$ cat config.mk
export PLATFORM = sky130hd
export DESIGN_NAME = gcd_sched
export DESIGN_NICKNAME = d
export VERILOG_FILES = /design/src/rtl/gcd_pkg.sv /design/src/rtl/gcd_rr_arbiter.sv /design/src/rtl/gcd_sched.sv
export SDC_FILE = /design/constraint.sdc
export NUM_CORES = 1
export LEC_CHECK = 0
export ABC_AREA = 0
export CAP_MARGIN = 20
export CORE_ASPECT_RATIO = 1.5
export CORE_MARGIN = 1.5
export CORE_UTILIZATION = 44
export CTS_BUF_LIST = sky130_fd_sc_hd__clkbuf_4 sky130_fd_sc_hd__clkbuf_8
export CTS_CLUSTER_DIAMETER = 50
export DETAILED_ROUTE_END_ITERATION = 8
export GPL_TIMING_DRIVEN = 0
export PLACE_DENSITY = 0.85
export SLEW_MARGIN = 20
export SYNTH_ARGS = -nofsm -noshare
export SYNTH_HDL_FRONTEND = slang
export SYNTH_SLANG_ARGS = --single-unit
export TNS_END_PERCENT = 100
$ cat constraint.sdc
create_clock -name clk -period 3.4 [get_ports clk]
set_input_delay 0.34 -clock clk [delete_from_list [all_inputs] [get_ports clk]]
set_output_delay 0.34 -clock clk [all_outputs]
set_load 0.02 [all_outputs]
$ cat src/rtl/gcd_pkg.sv
// gcd_pkg: shared state encoding, default sizes and datapath select codes for gcd_sched
package gcd_pkg;
  typedef enum logic [2:0] {IDLE, LOAD_A, LOAD_B, CMP, SUB_A, SUB_B, DONE} gcd_state_t;
  localparam int DEF_WIDTH = 16;
  localparam int DEF_N_REQ = 4;
  localparam logic SEL_EXT = 1'b1;
  localparam logic SUB_AMB = 1'b0;
  localparam logic SUB_BMA = 1'b1;
endpackage

$ cat src/rtl/gcd_rr_arbiter.sv
// gcd_rr_arbiter: round-robin arbiter searching from ptr, advancing ptr past each winner
module gcd_rr_arbiter #(
  parameter int N_REQ = 4
) (
  input  logic                     clk,
  input  logic                     rst_n,
  input  logic                     en,
  input  logic [N_REQ-1:0]         req,
  output logic [N_REQ-1:0]         gnt,
  output logic [$clog2(N_REQ)-1:0] idx
);
  localparam int IW = $clog2(N_REQ);
  localparam logic [N_REQ-1:0] ONE = 1;
  logic [IW-1:0] ptr_q, ptr_d, k;
  logic found;
  always_comb begin
    found = 1'b0;
    idx = '0;
    k = '0;
    for (int i = 0; i < N_REQ; i++) begin
      k = IW'((int'(ptr_q) + i) % N_REQ);
      if (!found && req[k]) begin
        found = 1'b1;
        idx = k;
      end
    end
    gnt = (en && found) ? ONE << idx : '0;
    ptr_d = (en && found) ? ((idx == IW'(N_REQ - 1)) ? '0 : idx + 1'b1) : ptr_q;
  end
  always_ff @(posedge clk or negedge rst_n)
    if (!rst_n) ptr_q <= '0;
    else ptr_q <= ptr_d;
endmodule

$ cat src/rtl/gcd_sched.sv
// gcd_sched: round-robin sequencer sharing one subtractive GCD datapath between N_REQ clients
module gcd_sched
  import gcd_pkg::*;
#(
  parameter int N_REQ = DEF_N_REQ,
  parameter int WIDTH = DEF_WIDTH
) (
  input  logic                     clk,
  input  logic                     rst_n,
  input  logic [N_REQ-1:0]         req,
  input  logic [N_REQ*WIDTH-1:0]   a_in,
  input  logic [N_REQ*WIDTH-1:0]   b_in,
  output logic [N_REQ-1:0]         gnt,
  output logic                     busy,
  output logic                     resp_valid,
  output logic [$clog2(N_REQ)-1:0] resp_id,
  output logic [WIDTH-1:0]         resp_gcd,
  output logic [WIDTH:0]           resp_iters,
  output logic [WIDTH-1:0]         dp_data_in,
  output logic                     dp_sel_in,
  output logic                     dp_sel_sub,
  output logic                     dp_ld_a,
  output logic                     dp_ld_b,
  input  logic                     dp_lt,
  input  logic                     dp_gt,
  input  logic                     dp_eq,
  input  logic [WIDTH-1:0]         dp_a
);
  localparam int IW = $clog2(N_REQ);
  gcd_state_t state_q, state_d;
  logic [WIDTH-1:0] a_q, a_d, b_q, b_d, gcd_q, gcd_d, a_win, b_win;
  logic [WIDTH:0] iters_q, iters_d;
  logic [IW-1:0] id_q, id_d, win;
  gcd_rr_arbiter #(.N_REQ(N_REQ)) u_arb (
    .clk(clk), .rst_n(rst_n), .en(state_q == IDLE && rst_n), .req(req), .gnt(gnt), .idx(win)
  );
  assign a_win = a_in[win*WIDTH +: WIDTH];
  assign b_win = b_in[win*WIDTH +: WIDTH];
  always_comb begin
    state_d = state_q;
    a_d = a_q;
    b_d = b_q;
    id_d = id_q;
    gcd_d = gcd_q;
    iters_d = iters_q;
    case (state_q)
      IDLE: if (|gnt) begin
        a_d = a_win;
        b_d = b_win;
        id_d = win;
        iters_d = '0;
        gcd_d = a_win | b_win;
        state_d = (a_win == '0 || b_win == '0) ? DONE : LOAD_A;
      end
      LOAD_A: state_d = LOAD_B;
      LOAD_B: state_d = CMP;
      CMP: begin
        state_d = dp_eq ? DONE : dp_gt ? SUB_A : dp_lt ? SUB_B : CMP;
        gcd_d = dp_eq ? dp_a : gcd_q;
      end
      SUB_A, SUB_B: begin
        state_d = CMP;
        iters_d = &iters_q ? iters_q : iters_q + 1'b1;
      end
      default: state_d = IDLE;
    endcase
  end
  always_ff @(posedge clk or negedge rst_n)
    if (!rst_n) begin
      state_q <= IDLE;
      a_q <= '0;
      b_q <= '0;
      id_q <= '0;
      gcd_q <= '0;
      iters_q <= '0;
    end else begin
      state_q <= state_d;
      a_q <= a_d;
      b_q <= b_d;
      id_q <= id_d;
      gcd_q <= gcd_d;
      iters_q <= iters_d;
    end
  assign busy = state_q != IDLE;
  assign resp_valid = state_q == DONE;
  assign resp_id = resp_valid ? id_q : '0;
  assign resp_gcd = resp_valid ? gcd_q : '0;
  assign resp_iters = resp_valid ? iters_q : '0;
  assign dp_data_in = state_q == LOAD_A ? a_q : state_q == LOAD_B ? b_q : '0;
  assign dp_sel_in = (state_q == LOAD_A || state_q == LOAD_B) ? SEL_EXT : ~SEL_EXT;
  assign dp_sel_sub = state_q == SUB_B ? SUB_BMA : SUB_AMB;
  assign dp_ld_a = state_q == LOAD_A || state_q == SUB_A;
  assign dp_ld_b = state_q == LOAD_B || state_q == SUB_B;
endmodule

Word-level counts from Yosys, hierarchy flattened
Index checks and enable logic that the tools add are counted.
{"block": "word_totals", "regBits": 72, "latch_bits": 0, "mem_bits_rw": 0, "mem_bits_ro": 0, "input_bits": 153, "out_inout_bits": 61, "word_cells": 92, "mem_count": 0}
{"block": "classes", "addsub": 5, "n_mul": 0, "n_div": 0, "n_lt_le_gt_ge": 4, "eq_ne": 10, "n_shift": 3, "muxes": 37, "bitwise_logic": 1, "reduce_logical": 25}
{"cell": "$shiftx 64x7->16", "n": 2}
{"cell": "$mux 16", "n": 5}
{"cell": "$mux 17", "n": 3}
{"cell": "$pmux 17 s2", "n": 1}
{"cell": "$logic_not 16->1", "n": 2}
{"cell": "$pmux 16 s2", "n": 1}
{"cell": "$add 17x1->17 const B", "n": 1}
{"cell": "$reduce_and 17->1", "n": 1}
{"cell": "$or 16x16->16", "n": 1}
{"cell": "$mux 3", "n": 5}
{"cell": "$lt 2x3->1 const B", "n": 4}
{"cell": "$mux 2", "n": 6}
{"cell": "$pmux 3 s4", "n": 1}
{"cell": "$mux 1", "n": 10}
{"cell": "$eq 3x3->1 const B", "n": 3}
{"cell": "$bmux 1 s2", "n": 4}
{"cell": "$eq 3x2->1 const B", "n": 2}
{"cell": "$reduce_and 3->1", "n": 2}
{"cell": "$logic_and 1x1->1", "n": 5}
{"cell": "$add 2x1->2 const B", "n": 2}
{"cell": "$add 2x2->2 const B", "n": 2}
{"cell": "$logic_or 1x1->1", "n": 4}
{"cell": "$mux 4", "n": 1}
{"cell": "$ne 2x2->1 const B", "n": 2}
{"cell": "other kinds (12)", "n": 15}

Depth between registers and ports, before layout
Gate-level depths: netlist of run 1.
{"block": "logic_depth", "ltp_word": 18, "ltp_mapped": 17, "depth_no_buf": 14}

By module
Synthesis of run 1 repeated with hierarchy kept, for this count alone.
{"block": "unflattened", "cells_unflattened": 440, "area_unflattened_um2": 4725.8}
{"mod": "gcd_sched", "n_inst": 1, "cells_per_inst": 408, "area_per_inst_um2": 4444.3, "seq_area_each_um2": 1751.7}
{"mod": "gcd_rr_arbiter", "n_inst": 1, "cells_per_inst": 32, "area_per_inst_um2": 281.5, "seq_area_each_um2": 50.0}

Worst setup path before layout of run 1
No wires, ideal clock.
{"block": "synth_timing", "path_type": "input to register", "startpoint": "in req[2]", "endpoint": "reg id_q[0]", "setup_time_ns": 0.133, "arrival_time_ns": 2.697, "t_required_ns": 3.267, "setup_slack_ns": 0.569, "stages": 14, "path_buffers": 5, "cell_sequence": "nor2b_2 a21oi_1 nor2_1 a211oi_2 buf_4 buf_4 inv_1 ha_1 nor4_1 or3_1 buf_2 clkbuf_1 clkbuf_1 o21ai_0"}
{"block": "synth_via", "elab_chain_cells": 16, "elab_cells_between_ends": 27}
{"element": "from (decl)", "line_no": "gcd_sched.sv:10", "text": "input logic [N_REQ-1:0] req,"}
{"element": "$bmux 1 s2", "line_no": "gcd_rr_arbiter.sv:22", "text": "if (!found && req[k]) begin"}
{"element": "$mux 1 (implied by the code)", "line_no": "gcd_rr_arbiter.sv:22"}
{"element": "$mux 1", "line_no": "gcd_rr_arbiter.sv:22"}
{"element": "$logic_not 1->1", "line_no": "gcd_rr_arbiter.sv:22"}
{"element": "$logic_and 1x1->1", "line_no": "gcd_rr_arbiter.sv:22"}
{"element": "$mux 1", "line_no": "gcd_rr_arbiter.sv:22"}
{"element": "$logic_not 1->1", "line_no": "gcd_rr_arbiter.sv:22"}
{"element": "$logic_and 1x1->1", "line_no": "gcd_rr_arbiter.sv:22"}
{"element": "$mux 1", "line_no": "gcd_rr_arbiter.sv:22"}
{"element": "$logic_not 1->1", "line_no": "gcd_rr_arbiter.sv:22"}
{"element": "$logic_and 1x1->1", "line_no": "gcd_rr_arbiter.sv:22"}
{"element": "$mux 2 *", "line_no": "gcd_rr_arbiter.sv:22"}
{"element": "net u_arb.idx[0]", "line_no": "gcd_rr_arbiter.sv:10", "text": "output logic [$clog2(N_REQ)-1:0] idx"}
{"element": "$shl 1x2->4", "line_no": "gcd_rr_arbiter.sv:27", "text": "gnt = (en && found) ? ONE << idx : '0;"}
{"element": "$mux 4", "line_no": "gcd_rr_arbiter.sv:27"}
{"element": "$reduce_or 4->1", "line_no": "gcd_sched.sv:47", "text": "IDLE: if (|gnt) begin"}
{"element": "$reduce_and 2->1 (no line)"}
{"element": "to (signal assigned)", "line_no": "gcd_sched.sv:80", "text": "id_q <= id_d;"}
{"element": "to (decl)", "line_no": "gcd_sched.sv:33", "text": "logic [IW-1:0] id_q, id_d, win;"}
The timed path passes the listed nets; every way through them passes the cells marked *. The select of a mux whose other input is x is not followed.
A chain may end at the register's enable or synchronous reset.

Worst setup path after layout of run 1
{"block": "layout_timing", "startpoint": "reg state_q[2]", "endpoint": "out dp_data_in[8]"}
{"block": "layout_via", "elab_chain_cells": 3, "elab_cells_between_ends": 4}
{"element": "from (decl)", "line_no": "gcd_sched.sv:30", "text": "gcd_state_t state_q, state_d;"}
{"element": "from (signal assigned)", "line_no": "gcd_sched.sv:77", "text": "state_q <= state_d;"}
{"element": "$eq 3x2->1", "line_no": "gcd_sched.sv:89", "text": "assign dp_data_in = state_q == LOAD_A ? a_q : state_q == LOAD_B ? b_q : '0;"}
{"element": "$mux 16", "line_no": "gcd_sched.sv:89"}
{"element": "$mux 16 *", "line_no": "gcd_sched.sv:89"}
{"element": "to (decl)", "line_no": "gcd_sched.sv:19", "text": "output logic [WIDTH-1:0] dp_data_in,"}
Every way passes the cells marked *; elsewhere a longest branch is shown, timed or not.

==> out/metrics.cfg, run 1 <==
[critical_path]
crit_arrival_ps=2920
rr_worst_depth=15
critPathMaxStageDelay_ps=620
crit_top_cell=clkbuf_1
reg2reg_from=u_arb.ptr_q[0]
startpoint_type=flip-flop
worstPathMaxFanout=10
cp_top_family=buffers and inverters
cp_slowest_cell=clkdlybuf4s50_1
crit_chain=clkbuf_1 > nor3b_2 > clkbuf_1 > a22o_1 > clkdlybuf4s50_1
r2r_setup_slack_ps=260
crit_type=reg2out
endpoint_kind=output port
r2r_end=iters_q[13]
critical_path_buf_inv_count=3
required_ps=3060

[route]
avgViaCountPerCell=5.54
totalWireLength_um=16600
drtAntennaViolNets=0
wl_per_cell_um=18.1
remaining_drc_errors=0
drt_first_pass_iters=5
drt_iter0_drc=411
vias=5083

[synthesis]
synth-seq-cells=72
synth_top_cell_area_share_pct=36.3
ys_top_cells_by_count=mux2i_1, dfrtp_1, nand2_1
synth_ff_type=dfrtp_1
syn_area_sq_mm=0.00496
yosys.area.top_type=dfrtp_1
ys_top_cells_by_area=dfrtp_1, mux2i_1, and2_1
ys_seq_area_share_pct=36.3
syn_nets=701
async_flop_share_pct=100
yosys.cell_types.count=54
ys_warn_count=0
synth.avg_cell_area_sq_um=9.16
yosysMostFrequentCell=mux2i_1
synthCells=542
synth-edff-count=0

[floorplan]
core_area_sq_mm=0.0110
rows=47
initial_core_util_pct=45.1
die_area_sq_mm=0.0119
num_io_pins=214
die_y_um=133
die_w_um=89.7

[min_path]
hp-class=in2async

[clocking]
clk_latency_ps=360
cts_num_sinks=72
cts-buffers-inserted=9
cts_tree=done
htree_levels=3
post-cts-setup-buffers=0
cts-root-buf=clkbuf_8
clkTransAtPathRegs_ps=70
clockBufferDepth=2

[timing]
finalSetupTns_ps=0
fin_ws_ps=144
slew_viol_final=0
clock.fmax_mhz=307
setup_violations=0
hold_viol_final=0
finalCritPeriodShare_pct=95.8
fin_skew_ps=5.19
tightest_slew_ps=959
period_needed_ps=3260
relSlewSlack_pct=35.6

[global_route]
grt_pass1_wl_um=26400
track_usage_pct=27.8
grt_antenna_before_repair=0
grt_max_degree=41
first_global_vias=5315
overflow=0

[finish]
drive_above_1_share_pct=9.99
nNetsFinal=926
syn_to_final_growth_pct=51.9
num_antenna_cells=0

[job]
drv_cap=0

[pwr]
p_sw_mw=2.26
sw_frac_of_total_pct=43.5
power_mw=5.20
p_seq_share_pct=26.3
p_int_mw=2.94
p_comb_share_pct=61.5
ir_drop_v=0.000309
leakage_nw=3.29
powerDensity_mw_per_mm2=690
power_frac_clock_pct=12.2

[status]
status=finished, final reports clean

[placement]
io_buffers=213
placement.setup.worst_slack_ps=-551
dpl.hpwl_um=13600
gp_congestion=0.910

worst max path at each step:
stage / start / cells after the start / end
2_1_floorplan: req[2] / 14 / id_q[0]
3_3_place_gp: rst_n / 7 / gcd_q[9]
3_5_place_dp: req[2] / 16 / a_q[3]
4_1_cts: req[2] / 15 / gcd_q[1]
5_1_grt: req[2] / 15 / iters_q[15]
6_report: state_q[2] / 5 / dp_data_in[8]
state kept, by name, indices dropped and copies added (netlist names):
| signal | flops |
|---|---|
| state_q | 3 |
| gcd_q | 16 |
| u_arb.ptr_q | 2 |
| b_q | 16 |
| iters_q | 17 |
| id_q | 2 |
| a_q | 16 |
routing by layer:
layer	share of wire [%]	GRT usage, %	up-vias
li1	-	-	2361
met1	36	30.3	2389
met3	6.9	5.25	60
met5	0	0	-
met4	4.8	14.6	0
met2	52	50.9	273
power groups by stage:
stage	clock (mW)	combinational, mW	sequential (mW)
3_5_place_dp	0	3.12	1.37
6_report	0.637	3.20	1.37
2_1_floorplan	0	2.05	1.32
4_1_cts	0.637	3.15	1.36
3_3_place_gp	0	3.04	1.35
5_1_grt	0.673	3.44	1.40
repair_timing:
item                                   CTS  global route
pin swaps                                0             0
gates resized for setup                  7            10
setup endpoints to repair               45            64
endpoints found under the hold margin   32             0
hold buffers                             1             0
area by class of cell:
| type | instances | area [sq um] |
|---|---|---|
| clock buffers | 15 | 181 |
| inverters | 22 | 82.6 |
| plain buffers | 34 | 230 |
| flip-flops and latches | 72 | 1800 |
| fillers | 863 | 3450 |
| well taps | 147 | 184 |
| repair buffers | 215 | 2160 |
| multi-input cells | 413 | 2900 |
logic make-up after synthesis:
| family | count (synthesis) | synth area share [%] |
|---|---|---|
| xor+xnor | 11 | 1.94 |
| compound gates | 120 | 14.5 |
| simple gates | 175 | 18.6 |
| mux | 101 | 20.9 |
| fa+ha+maj | 6 | 1.51 |
| buf+inv | 57 | 6.17 |
| flops | 72 | 36.3 |
metrics by stage:
stage | util (%) | area [sq um] | std cells | hold slack [ps]
2_1_floorplan | - | 4960 | 542 | 44.4
3_3_place_gp | 66.2 | 7280 | 902 | 458
3_5_place_dp | 66.4 | 7300 | 903 | 312
4_1_cts | 68.3 | 7510 | 919 | 482
5_1_grt | 68.6 | 7540 | 918 | 507
6_report | 68.6 | 7540 | 918 | 473
layout by cell type (no fill, tap or decap), types with 3 or more instances in the layout:
cell type	n
a21oi_1	25
a22o_1	16
and2_1	40
and3_1	3
buf_2	4
buf_4	3
buf_6	3
buf_8	4
clkbuf_1	15
clkbuf_2	5
clkbuf_4	4
clkbuf_8	11
clkdlybuf4s50_1	212
dfrtp_1	72
ha_1	5
inv_1	20
mux2_2	21
mux2i_1	79
nand2_1	55
nand3_1	17
nand4_1	7
nor2_1	19
nor3_1	3
nor4_1	3
o21ai_0	42
o21ai_1	26
or3_1	6
xnor2_1	3
xor2_1	8
(Power assumes the default switching activity.)
==> inputs of run 2 (changes only) <==
CAP_MARGIN = default   (was 20)
==> results of run 2 <==
Final layout, timing and power as in run 1 (identical DEF).
